--- src/rtl/writeback_stage.sv ---
// MEM/WB pipeline latch and write-back logic for the 5-stage MIPS core.
// The latch captures the memory-stage slot on the rising edge. The outputs are
// decoded from the latch alone and feed the register file write port, which
// commits on the following falling edge. A saturating retired-instruction
// counter and a sticky halt flag are kept for the debug unit.
module writeback_stage #(
  parameter int LEN     = 32,
  parameter int NB_ADDR = 5,
  parameter int NB_CNT  = 32
) (
  input  logic               i_clk,
  input  logic               i_rst,
  input  logic               i_enable,
  input  logic               i_flush,
  input  logic               i_valid,
  input  logic               i_RegWrite,
  input  logic               i_MemtoReg,
  input  logic [2:0]         i_load_type,
  input  logic [1:0]         i_byte_offset,
  input  logic [LEN-1:0]     i_mem_data,
  input  logic [LEN-1:0]     i_alu_result,
  input  logic [NB_ADDR-1:0] i_write_register,
  input  logic               i_halt,
  output logic               o_RegWrite,
  output logic [NB_ADDR-1:0] o_write_register,
  output logic [LEN-1:0]     o_write_data,
  output logic [NB_CNT-1:0]  o_retired,
  output logic               o_halted
);

  localparam logic [2:0] LT_LB  = 3'b000;
  localparam logic [2:0] LT_LH  = 3'b001;
  localparam logic [2:0] LT_LW  = 3'b010;
  localparam logic [2:0] LT_LBU = 3'b100;
  localparam logic [2:0] LT_LHU = 3'b101;

  localparam logic [NB_CNT-1:0] CNT_MAX = {NB_CNT{1'b1}};
  localparam logic [NB_CNT-1:0] CNT_ONE = {{(NB_CNT-1){1'b0}}, 1'b1};

  // Latch fields (current and next)
  logic               valid_q,          valid_d;
  logic               regwrite_q,       regwrite_d;
  logic               memtoreg_q,       memtoreg_d;
  logic [2:0]         load_type_q,      load_type_d;
  logic [1:0]         byte_offset_q,    byte_offset_d;
  logic [LEN-1:0]     mem_data_q,       mem_data_d;
  logic [LEN-1:0]     alu_result_q,     alu_result_d;
  logic [NB_ADDR-1:0] write_register_q, write_register_d;
  logic               halt_q,           halt_d;

  // Debug state
  logic [NB_CNT-1:0]  retired_q,        retired_d;
  logic               halted_q,         halted_d;

  // Aligns the addressed byte/halfword of the raw memory word and extends it.
  // Halfword selection only looks at offset[1]; unaligned halves are not split.
  function automatic logic [LEN-1:0] load_extract(
    input logic [2:0]     load_type,
    input logic [1:0]     offset,
    input logic [LEN-1:0] data
  );
    logic [7:0]  byte_sel;
    logic [15:0] half_sel;
    logic [LEN-1:0] result;
    byte_sel = data[{offset, 3'b000} +: 8];
    half_sel = data[{offset[1], 4'b0000} +: 16];
    case (load_type)
      LT_LB:   result = {{(LEN-8){byte_sel[7]}}, byte_sel};
      LT_LH:   result = {{(LEN-16){half_sel[15]}}, half_sel};
      LT_LBU:  result = {{(LEN-8){1'b0}}, byte_sel};
      LT_LHU:  result = {{(LEN-16){1'b0}}, half_sel};
      LT_LW:   result = data;
      default: result = data;
    endcase
    return result;
  endfunction

  // Next-state selection: hold on stall, bubble when halted or flushed, else capture
  always_comb begin
    valid_d          = valid_q;
    regwrite_d       = regwrite_q;
    memtoreg_d       = memtoreg_q;
    load_type_d      = load_type_q;
    byte_offset_d    = byte_offset_q;
    mem_data_d       = mem_data_q;
    alu_result_d     = alu_result_q;
    write_register_d = write_register_q;
    halt_d           = halt_q;
    retired_d        = retired_q;
    halted_d         = halted_q;

    if (!i_enable) begin
      // stall: everything holds, a concurrent flush is dropped
      valid_d = valid_q;
    end else if (halted_q || i_flush) begin
      valid_d          = 1'b0;
      regwrite_d       = 1'b0;
      memtoreg_d       = 1'b0;
      load_type_d      = 3'b000;
      byte_offset_d    = 2'b00;
      mem_data_d       = {LEN{1'b0}};
      alu_result_d     = {LEN{1'b0}};
      write_register_d = {NB_ADDR{1'b0}};
      halt_d           = 1'b0;
    end else begin
      valid_d          = i_valid;
      regwrite_d       = i_RegWrite;
      memtoreg_d       = i_MemtoReg;
      load_type_d      = i_load_type;
      byte_offset_d    = i_byte_offset;
      mem_data_d       = i_mem_data;
      alu_result_d     = i_alu_result;
      write_register_d = i_write_register;
      halt_d           = i_halt;
      if (i_valid) begin
        if (retired_q != CNT_MAX) begin
          retired_d = retired_q + CNT_ONE;
        end else begin
          retired_d = retired_q;
        end
        if (i_halt) begin
          halted_d = 1'b1;
        end else begin
          halted_d = halted_q;
        end
      end else begin
        retired_d = retired_q;
      end
    end
  end

  // State registers with synchronous reset; a slot held at reset is discarded
  always_ff @(posedge i_clk) begin
    if (i_rst) begin
      valid_q          <= 1'b0;
      regwrite_q       <= 1'b0;
      memtoreg_q       <= 1'b0;
      load_type_q      <= 3'b000;
      byte_offset_q    <= 2'b00;
      mem_data_q       <= {LEN{1'b0}};
      alu_result_q     <= {LEN{1'b0}};
      write_register_q <= {NB_ADDR{1'b0}};
      halt_q           <= 1'b0;
      retired_q        <= {NB_CNT{1'b0}};
      halted_q         <= 1'b0;
    end else begin
      valid_q          <= valid_d;
      regwrite_q       <= regwrite_d;
      memtoreg_q       <= memtoreg_d;
      load_type_q      <= load_type_d;
      byte_offset_q    <= byte_offset_d;
      mem_data_q       <= mem_data_d;
      alu_result_q     <= alu_result_d;
      write_register_q <= write_register_d;
      halt_q           <= halt_d;
      retired_q        <= retired_d;
      halted_q         <= halted_d;
    end
  end

  // Write-port decode from the latch only; writes to $0 are suppressed
  always_comb begin
    o_RegWrite       = valid_q & regwrite_q & (write_register_q != {NB_ADDR{1'b0}});
    o_write_register = write_register_q;
    if (memtoreg_q) begin
      o_write_data = load_extract(load_type_q, byte_offset_q, mem_data_q);
    end else begin
      o_write_data = alu_result_q;
    end
    o_retired = retired_q;
    // a latched valid HALT always coincides with halted_q; OR-ing it in lets the
    // debug view see the halting slot itself without depending on that pairing
    o_halted  = halted_q | (valid_q & halt_q);
  end

endmodule

--- config.mk ---
export PLATFORM = sky130hd
export DESIGN_NAME = writeback_stage
export DESIGN_NICKNAME = d
export VERILOG_FILES = /design/src/rtl/writeback_stage.sv
export SDC_FILE = /design/constraint.sdc
export NUM_CORES = 1
export LEC_CHECK = 0
export ABC_AREA = 1
export CORE_AREA = 2 2 124 126
export DETAILED_ROUTE_END_ITERATION = 16
export DIE_AREA = 0 0 126 128
export DONT_BUFFER_PORTS = 1
export GPL_ROUTABILITY_DRIVEN = 0
export GPL_TIMING_DRIVEN = 0
export HOLD_SLACK_MARGIN = 0.1
export PLACE_DENSITY = 0.55
export SKIP_LAST_GASP = 1
export SYNTH_ARGS = -nofsm -noshare
export SYNTH_HDL_FRONTEND = slang
export SYNTH_SLANG_ARGS = --single-unit
--- constraint.sdc ---
create_clock -name i_clk -period 1.5 [get_ports i_clk]
set_input_delay 0.3 -clock i_clk [delete_from_list [all_inputs] [get_ports i_clk]]
set_output_delay 0.3 -clock i_clk [all_outputs]
set_load 0.05 [all_outputs]
Word level (Yosys, flattened, before mapping)

Index checks and enable logic that the tools add are counted.

Add/sub/neg operators: 1
Order comparisons: 0
Reduce and logical (&&, ||, !) cells: 5
Multipliers: 0
Eq/ne operators: 4
Bitwise gates (word level): 5
Shift-type cells: 2
Divide/modulo/power cells: 0
Muxes and demuxes: 11

Operator list:

| cell                    | count |
|---|---|
| $pmux W32 S4            | 1 |
| $mux W32                | 3 |
| $add A32 B1 Y32 const B | 1 |
| $ne A32 B32 Y1 const B  | 1 |
| $shiftx A32 B6 Y16      | 1 |
| $shiftx A32 B6 Y8       | 1 |
| $reduce_and A4 Y1       | 2 |
| $eq A3 B3 Y1 const B    | 2 |
| $mux W5                 | 1 |
| $reduce_bool A5 Y1      | 1 |
| $mux W1                 | 4 |
| $and A1 B1 Y1           | 3 |
| $eq A3 B1 Y1 const B    | 1 |
| $logic_not A3 Y1        | 1 |
| $mux W3                 | 1 |
| $mux W2                 | 1 |
| $logic_or A1 B1 Y1      | 1 |
| $not A1 Y1              | 1 |
| $or A1 B1 Y1            | 1 |

Flip-flop bits (word level): 111
Bits in latches: 0
Memory bits (writable): 0
Word-level logic and storage cells: 39
Output and inout port bits: 71
Memory bits (read-only): 0
Memories: 0

Longest topological paths before layout

Depth in word-level cells: 3
Mapped depth: 11
Mapped depth without buffers: 10

Worst setup path after synthesis

No wires, ideal clock.

Path kind: flip-flop to flip-flop
From: reg retired_q[0], in the netlist o_retired[0]
To: reg retired_q[23], in the netlist o_retired[23]
Arrival time: 2029 ps
Path buffers: 2
Cell stages (with the launch flop): 12
Library setup time: 70 ps
Data required time: 1430 ps
Slack: -599 ps
Cell sequence: dfxtp_1 -> ha_1 -> nand2_2 -> nor2_4 -> nand2_2 -> nor2_4 -> nand3_4 -> nand2_4 -> buf_8 -> buf_8 -> nand2_1 -> a21oi_2

Longest elaborated chain between the ends: 2
Elaborated cells between the ends (all ways): 3
Classes of those cells: 1 x add/sub; 1 x eq/ne; 1 x reduce/logical

Ends and longest elaborated chain:

| element                                                                 | line | source |
|---|---|---|
| start: declaration                                                      | 52   | `logic [NB_CNT-1:0] retired_q, retired_d;` |
| start signal: assignment                                                | 144  | `retired_q <= {NB_CNT{1'b0}};` |
| start signal: assignment                                                | 156  | `retired_q <= retired_d;` |
| parallel branches: the longest is 2 deep, another holds $add A32 B1 Y32 | -    |  |

Parallel ways; which one is timed is not known.
A chain may end at the register's enable or synchronous reset.

Worst setup path in the final report

From: reg byte_offset_q[0]
To: out o_write_data[27]

Longest elaborated chain between the ends: 3

Ends and longest elaborated chain:

| element                  | line | source |
|---|---|---|
| start: declaration       | 45   | `logic [1:0] byte_offset_q, byte_offset_d;` |
| start signal: assignment | 151  | `byte_offset_q <= byte_offset_d;` |
| $shiftx A32 B6 Y8        | 65   | `byte_sel = data[{offset, 3'b000} +: 8];` |
| $pmux W32 S4             | 67   | `case (load_type)` |
| $mux W32                 | 165  | `if (memtoreg_q) begin` |
| end: declaration         | 26   | `output logic [LEN-1:0] o_write_data,` |

Every way passes these cells.

==> out/metrics.csv <==
stage,metric,value,unit
detailed_routing,Via density,5.22,
cts,CTS tree,done,
cells_and_area,n_diodes,0,
sta,unrepaired setup endpoints after global routing,yes,
sta,post-layout min period,2150,ps
power,Peak supply drop,0.000551,V
power,part of the power in registers,46.2,%
critical_path,critical path's slowest cell,dfxtp_4,
cells_and_area,synthesis-to-layout area growth,50.0,%
die,row count,45,
cts,Root Driver,clkbuf_16,
sta,Final Cycle Share,143,%
synthesis,yosys warns,0,
sta,Worst Tran Pin Value,726,ps
cts,H-tree levels,3,
critical_path,"setup slack, reg-to-reg",-380,ps
critical_path,CP max stage delay,400,ps
critical_path,CP Max Fanout,7,
global_route,largest net degree at the start of global routing,19,
detailed_routing,routed wl met3,1300,µm
run_status,failing checks,negative setup slack,
placed_design,placed instance area,6440,µm²
detailed_routing,drt total wl,21700,µm
sta,Final Max Tran Viols,0,
cells_and_area,most frequent cells in the layout,"312 x nand2_1, 89 x a21oi_1, 76 x dlygate4sd3_1",
sta,Max-slew headroom,51.6,%
sta,Highest Clock Rate,0.466,GHz
die,height of the die,128,µm
critical_path,crit end category,output port,
die,Die X,126,µm
detailed_routing,routed vias,6411,
sta,Fin. Hold Viols,0,
cts,CTS Sinks,111,
critical_path,Reg2Reg Depth,12,
global_route,antenna violations before repair,0,
critical_path,r2r endpoint,o_retired[6]$_SDFFE_PP0P_,
cts,Max Root-Sink Buffers,2,
synthesis,"Seq/Total Area, Yosys",38.0,%
sta,clock skew,8.20,ps
die,core area,14900,µm²
detailed_routing,WL per Instance,17.7,µm
cells_and_area,layout cells sized above 1,29.2,%
detailed_routing,drt drc,0,
critical_path,Worst Path Arrival,1850,ps
synthesis,area of the mapped netlist,5850,µm²
critical_path,kind of critical path,reg -> out,
synthesis,ys flop type,dfxtp_1,
synthesis,Syn Nets,994,
cts,CTS clock-pin slew for the worst setup and hold paths,70,ps
min_path,hold wc startpoint,i_mem_data[14],
placed_design,detailed placement HPWL,15500,µm
critical_path,worst path bufs/invs,2,
run,max_cap viols,0,
global_route,GRT Residual Overflow,0,
die,Initial Util,39.3,%
power,Int Pwr,0.00462,W
detailed_routing,first drt pass iteration count,5,
synthesis,#FFs+latches synth,111,
power,Clk pwr share,34.5,%
cts,Worst-Skew Late Latency,360,ps
min_path,hold endpoint,mem_data_q[14]$_SDFFE_PP0P_,
critical_path,Crit path required time,1200,ps
placed_design,pre-CTS WS,-422,ps
sta,setup slack after layout,-646,ps
global_route,Total Routing Usage GR,26.8,%
sta,Final Setup Violations,65,
power,power per standard cell area,762,nW/µm²
critical_path,kind of cell adding the most delay to the critical path,compound AO/OA/AOI/OAI gates,
placed_design,IO buf count,0,
cells_and_area,Final Cell Area,8770,µm²
cts,TritonCTS Buffers,9,
global_route,vias in the first global route,6302,
min_path,Hold Path Depth,2,
critical_path,Worst Setup Start Kind,register,
synthesis,"Avg Cell Area, Syn",6.42,µm²
cells_and_area,nets,1119,
detailed_routing,highest routed layer,met4,
detailed_routing,1st-iter DRT viols,381,
critical_path,crit path cell chain,o211ai_1 -> nand2_2 -> nand2_4 -> nand2_8 -> buf_12 -> o22ai_4 -> inv_4,
detailed_routing,WL met1,9220,µm
synthesis,post-synthesis async set-or-reset flop share,0,%
power,Combinational Power Share,19.3,%
die,Die Area,16100,µm²
synthesis,Syn Inst Count,911,
die,Top Ports,153,
power,total power,0.00668,W
global_route,first-pass GRT wire length,33900,µm
detailed_routing,DR WL met2,10500,µm
detailed_routing,antenna-violating nets left,0,
power,sw power,0.00206,W
cells_and_area,"commonest non-fill, non-tap cell in the layout",nand2_1,
synthesis,Yosys cell types,30,
power,switch share,30.9,%
run_status,status,"complete, but fails checks",
critical_path,worst r2r src,o_retired[0]$_SDFFE_PP0P_,
min_path,Hold WC Path Type,in -> reg,
power,leakage,3.12,nW
synthesis,Post-synth EDFFs,0,
## metrics by stage
stage | cells | hold WS (ps) | util, % | TNS (ps)
global placement | 1099 | 441 | 43.4 | -28170
finish | 1229 | 120 | 59.0 | -29040
CTS | 1220 | 105 | 56.6 | -25880
global route | 1229 | 113 | 59.0 | -33110
detailed placement | 1099 | 444 | 43.4 | -28630
floorplan | 911 | 437 | - | -5190
## state kept, by name, indices dropped and copies added, names as in the netlist
name              flops
alu_result_q         32
byte_offset_q         2
halt_q                1
halted_q              1
load_type_q           3
mem_data_q           32
memtoreg_q            1
o_retired            32
o_write_register      5
regwrite_q            1
valid_q               1
## final cells by class
cell class                 instances  area [µm²]
multi-input combinational        694        4020
fill                            1426        6090
inverter                          56         274
clock buffer                      10         229
sequential                       111        2360
timing repair buffer             114        1220
clock inverter                     6        45.0
buffer                            50         393
tap                              188         235
## cells by family (layout without fill, tap and decap cells)
| family | Yosys count | in the layout | synth area share [%] |
|---|---|---|---|
| AND/OR/NAND/NOR | 495 | 496 | 34.6 |
| buffers and inverters | 107 | 236 | 7.56 |
| adder cells (fa/ha/maj) | 1 | 1 | 0.214 |
| AO/OA/AOI/OAI | 184 | 184 | 17.7 |
| XOR/XNOR | 13 | 13 | 1.95 |
| flip-flops | 111 | 111 | 38.0 |
## per-layer routing
layer / vias to the layer above / track usage, %
met5: - / 0
met4: 0 / 10.3
met3: 48 / 7.05
met2: 208 / 44.3
met1: 2958 / 33.6
li1: 3197 / -
## how the worst max path moves through the flow
stage | startpoint | end | depth (start not counted)
final | byte_offset_q[0]$_SDFFE_PP0P_ | o_write_data[27] | 7
after global placement | memtoreg_q$_SDFFE_PP0P_ | o_write_data[7] | 4
after global routing | byte_offset_q[1]$_SDFFE_PP0P_ | o_write_data[12] | 8
after detailed placement | memtoreg_q$_SDFFE_PP0P_ | o_write_data[7] | 4
after CTS | byte_offset_q[1]$_SDFFE_PP0P_ | o_write_data[8] | 8
after floorplan | o_retired[0]$_SDFFE_PP0P_ | o_retired[23]$_SDFFE_PP0P_ | 11
## repair_timing
item | CTS | global route
pin swaps | 50 | 47
resized for setup | 197 | 98
hold buffers | 76 | 0
cloned | 9 | 0
endpoints found under the hold margin | 76 | 0
endpoints found under the setup margin | 97 | 134
setup buffers | 21 | 9
## power groups by stage
stage               clock network [W]  registers (W)  logic, W
detailed placement                  0        0.00319  0.000850
global placement                    0        0.00319  0.000848
global route                  0.00247        0.00310   0.00137
finish                        0.00231        0.00309   0.00129
floorplan                           0        0.00316  0.000691
CTS                           0.00236        0.00309   0.00122
## synth_stat cells, drive strengths merged, types with 4 or more instances
library cell / n / share of area, %
a21oi: 121 / 11
inv: 54 / 3.5
xor2: 5 / 0.75
nand2: 375 / 24
o211ai: 14 / 1.8
xnor2: 8 / 1.2
buf: 10 / 1.3
nand3b: 13 / 1.7
o22ai: 16 / 1.7
o21ai: 30 / 2.6
nor2: 74 / 5.4
clkbuf: 41 / 2.6
nand4: 4 / 0.43
dfxtp: 111 / 38
nand3: 26 / 2.4
## worst reg2reg max path: cells and delay by family, from the launching register on
family | cells | cell delay (ps)
simple gates | 7 | 640
flops | 1 | 490
buf+inv | 3 | 360
fa+ha+maj | 1 | 180
compound gates | 1 | 140
(Power assumes the default switching activity.)
